--- config.mk ---
export PLATFORM = sky130hd
export DESIGN_NAME = osd_char_renderer
export DESIGN_NICKNAME = d
export VERILOG_FILES = /design/src/rtl/osd_char_renderer.sv
export SDC_FILE = /design/constraint.sdc
export NUM_CORES = 1
export LEC_CHECK = 0
export ABC_AREA = 1
export BUFFER_PORTS_ARGS = -buffer_cell sky130_fd_sc_hd__buf_2
export CORE_ASPECT_RATIO = 1.4
export CORE_MARGIN = 2
export CORE_UTILIZATION = 55
export CTS_BUF_LIST = sky130_fd_sc_hd__clkbuf_2 sky130_fd_sc_hd__clkbuf_4 sky130_fd_sc_hd__clkbuf_8
export CTS_CLUSTER_SIZE = 28
export DETAILED_ROUTE_END_ITERATION = 12
export PLACE_DENSITY_LB_ADDON = 0.25
export SYNTH_ARGS = -nofsm -noshare
export SYNTH_HDL_FRONTEND = slang
export SYNTH_SLANG_ARGS = --single-unit
--- constraint.sdc ---
create_clock -name clk -period 3.2 [get_ports clk]
set_input_delay 0.8 -clock clk [delete_from_list [all_inputs] [get_ports clk]]
set_output_delay 0.8 -clock clk [all_outputs]
set_load 0.01 [all_outputs]
--- src/rtl/osd_char_renderer.sv ---
// osd_char_renderer
// Pulls character codes from the OSD character buffer one at a time, looks
// each code up in an external font ROM and serializes the font row into
// foreground/background pixels on a valid/ready pixel stream.
module osd_char_renderer #(
    parameter int FONT_WIDTH        = 5,
    parameter int FONT_HEIGHT       = 8,   // must not exceed 2**FONT_ROW_BITS
    parameter int FONT_ROW_BITS     = 3,
    parameter int CHAR_IMAGE_WIDTH  = 80,
    parameter int CHAR_IMAGE_HEIGHT = 34,
    parameter int PIXEL_WIDTH       = 24
) (
    input  logic                       clk,
    input  logic                       rst,
    input  logic                       i_start_frame_stb,
    output logic                       o_read_frame_stb,
    output logic                       o_char_req_en,
    input  logic                       i_char_rdy,
    input  logic [7:0]                 i_char,
    output logic [8+FONT_ROW_BITS-1:0] o_font_addr,
    input  logic [FONT_WIDTH-1:0]      i_font_row,
    input  logic [PIXEL_WIDTH-1:0]     i_fg_color,
    input  logic [PIXEL_WIDTH-1:0]     i_bg_color,
    output logic [PIXEL_WIDTH-1:0]     o_pixel_data,
    output logic                       o_pixel_valid,
    input  logic                       i_pixel_ready,
    output logic                       o_pixel_sof,
    output logic                       o_pixel_eol,
    output logic                       o_frame_done,
    output logic                       o_busy
);

    // Counter widths; a dimension of 1 still gets a 1-bit counter that stays 0.
    localparam int PIX_W  = (FONT_WIDTH > 1)        ? $clog2(FONT_WIDTH)        : 1;
    localparam int COL_W  = (CHAR_IMAGE_WIDTH > 1)  ? $clog2(CHAR_IMAGE_WIDTH)  : 1;
    localparam int TROW_W = (CHAR_IMAGE_HEIGHT > 1) ? $clog2(CHAR_IMAGE_HEIGHT) : 1;

    localparam logic [PIX_W-1:0]         PIX_MAX  = PIX_W'(FONT_WIDTH - 1);
    localparam logic [COL_W-1:0]         COL_MAX  = COL_W'(CHAR_IMAGE_WIDTH - 1);
    localparam logic [FONT_ROW_BITS-1:0] FROW_MAX = FONT_ROW_BITS'(FONT_HEIGHT - 1);
    localparam logic [TROW_W-1:0]        TROW_MAX = TROW_W'(CHAR_IMAGE_HEIGHT - 1);

    typedef enum logic [2:0] {
        S_IDLE,
        S_START,
        S_REQ,
        S_ADDR,
        S_LOAD,
        S_SHIFT,
        S_DONE
    } state_t;

    state_t                   state;
    state_t                   state_next;

    logic [7:0]               char_q;
    logic [FONT_WIDTH-1:0]    shift_q;
    logic [PIXEL_WIDTH-1:0]   fg_q;
    logic [PIXEL_WIDTH-1:0]   bg_q;
    logic [PIX_W-1:0]         pix;
    logic [COL_W-1:0]         col;
    logic [FONT_ROW_BITS-1:0] frow;
    logic [TROW_W-1:0]        trow;

    logic last_pix;
    logic last_col;
    logic last_frow;
    logic last_trow;
    logic frame_end;
    logic pixel_fire;

    assign last_pix   = (pix  == PIX_MAX);
    assign last_col   = (col  == COL_MAX);
    assign last_frow  = (frow == FROW_MAX);
    assign last_trow  = (trow == TROW_MAX);
    assign frame_end  = last_pix && last_col && last_frow && last_trow;
    assign pixel_fire = (state == S_SHIFT) && i_pixel_ready;

    // State register.
    // NOTE: sequential state uses non-blocking assignments so every flop
    // samples pre-edge values regardless of block evaluation order.
    always_ff @(posedge clk) begin
        if (rst) begin
            state <= S_IDLE;
        end else begin
            state <= state_next;
        end
    end

    // Next-state logic: walk the per-character request/load/shift sequence.
    // NOTE: the default assignment first keeps this combinational block
    // from inferring a latch on paths that do not change state.
    always_comb begin
        state_next = state;
        case (state)
            S_IDLE:  if (i_start_frame_stb) state_next = S_START;
            S_START: state_next = S_REQ;
            S_REQ:   if (i_char_rdy) state_next = S_ADDR;
            S_ADDR:  state_next = S_LOAD;
            S_LOAD:  state_next = S_SHIFT;
            S_SHIFT: if (pixel_fire && last_pix) state_next = frame_end ? S_DONE : S_REQ;
            S_DONE:  state_next = S_IDLE;
            default: state_next = S_IDLE;
        endcase
    end

    // Output decode: every output is a function of state and registered data.
    always_comb begin
        o_read_frame_stb = 1'b0;
        o_char_req_en    = 1'b0;
        o_pixel_valid    = 1'b0;
        o_pixel_data     = '0;
        o_pixel_sof      = 1'b0;
        o_pixel_eol      = 1'b0;
        o_frame_done     = 1'b0;
        o_busy           = (state != S_IDLE);
        // Address is held from registers, so it is 0 out of reset and
        // stays stable through ADDR for the ROM to sample.
        o_font_addr      = {char_q, frow};
        case (state)
            S_START: o_read_frame_stb = 1'b1;
            S_REQ:   o_char_req_en    = 1'b1;
            S_SHIFT: begin
                o_pixel_valid = 1'b1;
                o_pixel_data  = shift_q[FONT_WIDTH-1] ? fg_q : bg_q;
                o_pixel_sof   = (pix == '0) && (col == '0) && (frow == '0) && (trow == '0);
                o_pixel_eol   = last_pix && last_col;
            end
            S_DONE:  o_frame_done = 1'b1;
            default: ;
        endcase
    end

    // Datapath: colour capture, character latch, font shift register and
    // the pix -> col -> frow -> trow position counters.
    always_ff @(posedge clk) begin
        if (rst) begin
            char_q  <= '0;
            shift_q <= '0;
            fg_q    <= '0;
            bg_q    <= '0;
            pix     <= '0;
            col     <= '0;
            frow    <= '0;
            trow    <= '0;
        end else begin
            case (state)
                S_START: begin
                    fg_q <= i_fg_color;
                    bg_q <= i_bg_color;
                    pix  <= '0;
                    col  <= '0;
                    frow <= '0;
                    trow <= '0;
                end
                // Characters arriving in any other state are discarded.
                S_REQ:   if (i_char_rdy) char_q <= i_char;
                S_LOAD:  shift_q <= i_font_row;
                S_SHIFT: begin
                    if (pixel_fire) begin
                        shift_q <= shift_q << 1;
                        if (last_pix) begin
                            pix <= '0;
                            if (last_col) begin
                                col <= '0;
                                if (last_frow) begin
                                    frow <= '0;
                                    trow <= last_trow ? '0 : trow + TROW_W'(1);
                                end else begin
                                    frow <= frow + FONT_ROW_BITS'(1);
                                end
                            end else begin
                                col <= col + COL_W'(1);
                            end
                        end else begin
                            pix <= pix + PIX_W'(1);
                        end
                    end
                end
                default: ;
            endcase
        end
    end

endmodule

==> run summary <==
Using the TritonRoute via totals, the vias-per-cell ratio works out to 5.202. Die height: 103.3 um. The worst hold path belongs to the class reg2reg. Max-cap violations in this run came to 0. After layout, the design draws a total of 2.888 mW.

After legalization and detailed placement, the total HPWL measured 6.858 mm. The clock sink total was 83; the weighted congestion at the end of routability-driven global placement was 0.8965. The logs give 0 for the aggregate global routing overflow and 0.4625 mV for the peak ir drop on the vdd network. The synthesized netlist occupies a cell area of 0.003876 sq mm. In this run, distinct cell masters in the synthesized netlist total 31. The top cell type's share of synthesized area is 42.87%. The worst hold path was traced through 2 stages. The first TritonRoute pass finished after 7 iterations.

The run gives 9.785 mm as the total detailed-routing wirelength. Timing would allow up to 340.7 MHz. The number of global-route vias before repair is 3,675.

The synthesis-stage register bit count came out at 83. The worst path needs 2935 ps of the cycle, external delays included. The kind of end point of the critical path was an output port. Power spread over the standard cell area amounts to 624.3 mW/mm^2. Kind of start point of the critical path: a register. For this design the top-level I/O count stands at 108.

In the post-synthesis netlist, the biggest area contributors are sky130_fd_sc_hd__dfxtp_1 (43%), sky130_fd_sc_hd__nor2_1 (14%), sky130_fd_sc_hd__o21ai_0 (9.3%). The final clock period utilization by the worst path is 91.72%, and the number of instances in the synthesized netlist is 556. From left edge to right edge, the die measures 74.95 um.

For the worst setup path, the data required time is 2400 ps. The actual transition at the worst max-transition pin came out at 803.1 ps. Post-CTS timing repair inserted 0 buffers for setup. Measured in cells, the most critical reg-to-reg path has a length of 7.

After clock tree synthesis, the clock-pin slew on the worst setup and hold paths is 80 ps. The tools report the total routing resource utilization after global routing as 25.75%. The clock network burns 26.2% of the power. The setup slack on the worst flop-to-flop path came out at 1100 ps. The die covers 0.007745 sq mm. Most frequent standard cell in the layout excluding fill and tap cells: sky130_fd_sc_hd__nor2_1. Proportion of total power due to net switching: 34.35%. The core outline area came out at 0.006892 sq mm. The multi-input combinational cells in the finished layout cover a total of 0.001958 sq mm. The final route contains 3,896 vias. The filler cells instantiated in the layout total 658. The post-layout net count was 725; the detailed route wirelength on metal2 was 5.118 mm. Sequential cells were found to cover 42.87% of the synthesized design area. The initial standard-cell utilization of the core was 56.25%. Registers are responsible for 47.3% of the overall power. Summed over all cells, the static leakage comes to 2.156 nW. Data arrives at the worst endpoint at 2130 ps. For the number of hold violations in the final report, the log shows 0.

Most area-hungry cell type in the Yosys netlist: sky130_fd_sc_hd__dfxtp_1. The mean routed wirelength per cell is 13.06 um. The tools report the routed length on met1 as 3.937 mm. Setup violations remaining at the end of the flow were counted as 0.

In this run, post-CTS repair resized a total of 0 instances. The first global-routing pass estimated 15.60 mm of wire. The run finished with clean final reports.

The logs give 991.8 uW for the total net switching power and 0 for the count of warnings emitted by yosys. The setup TNS is 0 ps. After detailed routing, the met3 layer carries 513 um of wire. The remaining design rule violation count was 0.

The kind of critical path is reg2out. After clock tree synthesis, the flow added hold-fix buffers numbering 0. Per report_power, the combinational group accounts for 26.5% of the total. The initial antenna violation count was 0; the worst clock skew was 5.251 ps.

The layout cell share with drive strength beyond 1 is 21.87%. In this run the number of H-tree levels came out at 3. The logs give 9 for the number of CTS-inserted buffers and 1.896 mW for the internal power summed over all cells. The library cell used as clock root buffer is sky130_fd_sc_hd__clkbuf_8. After the first detailed-routing iteration, the DRC count stood at 197. The clock passes through at most 2 buffers. The relative slew slack was 46.38%; the area overhead of the layout relative to synthesis was 19.34%. Clock latency on the worst-skew pair, taken at its later pin, is 360 ps. The total count of max-transition violations in the final report was 0; the synthesized area divided by synthesized cell count was 6.972 sq um. The largest net degree at the start of global routing was 76.

The total nets after synthesis came out at 632. The highest layer touched by signal routing is met4. TritonCTS built the clock tree. The diode insertion count for antenna repair is 0. Summing all flip-flop and latch instances after layout gives 0.001662 sq mm.

In this run the remaining antenna-violating nets after routing total 0. Setup repair after global routing left no endpoint under its margin. The worst-path maximum fanout works out to 34. Port buffering added 107 buffers. The floorplan has 36 rows. The library cells used most frequently in the layout, excluding fill and tap cells, are sky130_fd_sc_hd__nor2_1 (143), sky130_fd_sc_hd__buf_2 (107), sky130_fd_sc_hd__nand2_1 (94), sky130_fd_sc_hd__dfxtp_1 (83), sky130_fd_sc_hd__o21ai_0 (72).
per-stage QoR:
step	hold WS, ps	util, %	instance area [sq um]	setup WS, ps	std cells
after floorplan	455.0	-	3876	1188	556
after CTS	486.9	67.12	4626	255.0	749
after detailed placement	467.6	64.25	4428	649.4	733
after global routing	502.2	67.12	4626	101.0	749
after global placement	460.7	64.25	4428	710.3	733
final	489.1	67.12	4626	265.0	749
cell type report:
cell class	instances	area share, %
clock buffers	11	3.138
clock inverters	5	1.136
inverters	35	2.840
multi-input cells	410	42.33
flip-flops and latches	83	35.92
well taps	95	2.570
repair buffers	110	12.06
critical path, cell delays in order, from the launching register on:
cell and delay, ps:
sky130_fd_sc_hd__dfxtp_1 620, sky130_fd_sc_hd__nand3_4 410, sky130_fd_sc_hd__inv_2 360, sky130_fd_sc_hd__nand3_1 110
sky130_fd_sc_hd__nor3_1 120, sky130_fd_sc_hd__buf_2 150
power groups by stage:
| stage | Sequential (mW) | Clock, mW | Combinational (mW) |
|---|---|---|---|
| finish | 1.36 | 0.757 | 0.765 |
| global route | 1.39 | 0.813 | 0.874 |
| CTS | 1.36 | 0.773 | 0.770 |
| floorplan | 1.36 | 0 | 0.564 |
| detailed placement | 1.38 | 0 | 0.766 |
| global placement | 1.37 | 0 | 0.737 |
path summary, 6_finish.rpt:
kind | startpoint | end
max | state[2] | o_pixel_sof
min | char_q[1] | char_q[1]
min reg2reg | char_q[1] | char_q[1]
max reg2reg | state[2] | frow[0]
metal layers:
layer | GRT usage [%] | vias up
met2 | 45.21 | 138
met4 | 11.26 | 0
met5 | 0 | -
met3 | 6.008 | 14
met1 | 29.28 | 1766
li1 | - | 1978
flip-flops by register name, summed over array words and instances (netlist names):
register  flops
bg_q         24
fg_q         24
char_q        8
col           7
trow          6
shift_q       5
frow          3
pix           3
state         3
cell usage after synthesis:
| master | n |
|---|---|
| sky130_fd_sc_hd__o21ai_2 | 2 |
| sky130_fd_sc_hd__o21ai_0 | 72 |
| sky130_fd_sc_hd__nor3b_2 | 1 |
| sky130_fd_sc_hd__nor2_2 | 1 |
| sky130_fd_sc_hd__a311oi_1 | 1 |
| sky130_fd_sc_hd__nor2_1 | 143 |
| sky130_fd_sc_hd__nand3_1 | 15 |
| sky130_fd_sc_hd__nand3_4 | 2 |
| sky130_fd_sc_hd__clkbuf_1 | 20 |
| sky130_fd_sc_hd__buf_4 | 2 |
| sky130_fd_sc_hd__xor2_1 | 1 |
| sky130_fd_sc_hd__buf_2 | 4 |
| sky130_fd_sc_hd__nand3b_1 | 1 |
| sky130_fd_sc_hd__nand4_1 | 5 |
| sky130_fd_sc_hd__ha_1 | 10 |
| sky130_fd_sc_hd__inv_2 | 3 |
| sky130_fd_sc_hd__nand2_4 | 3 |
| sky130_fd_sc_hd__dfxtp_1 | 83 |
| sky130_fd_sc_hd__inv_1 | 32 |
| sky130_fd_sc_hd__buf_6 | 1 |
| sky130_fd_sc_hd__nor3_1 | 5 |
| sky130_fd_sc_hd__nand2_1 | 94 |
| sky130_fd_sc_hd__buf_1 | 1 |
| sky130_fd_sc_hd__a21oi_1 | 40 |
| sky130_fd_sc_hd__o21bai_1 | 1 |
| sky130_fd_sc_hd__and3_1 | 2 |
| sky130_fd_sc_hd__o211ai_1 | 2 |
| sky130_fd_sc_hd__a31oi_1 | 4 |
| sky130_fd_sc_hd__nor2_4 | 2 |
| sky130_fd_sc_hd__nand2_2 | 1 |
| sky130_fd_sc_hd__a21oi_4 | 2 |
cell families after synthesis:
family | after synthesis | synth area share [%]
buf+inv | 63 | 6.617
flops | 83 | 42.87
xor+xnor | 1 | 0.2260
compound gates | 124 | 17.20
fa+ha+maj | 10 | 3.228
simple gates | 275 | 29.86
No activity file was read; power rests on OpenSTA's default activity.
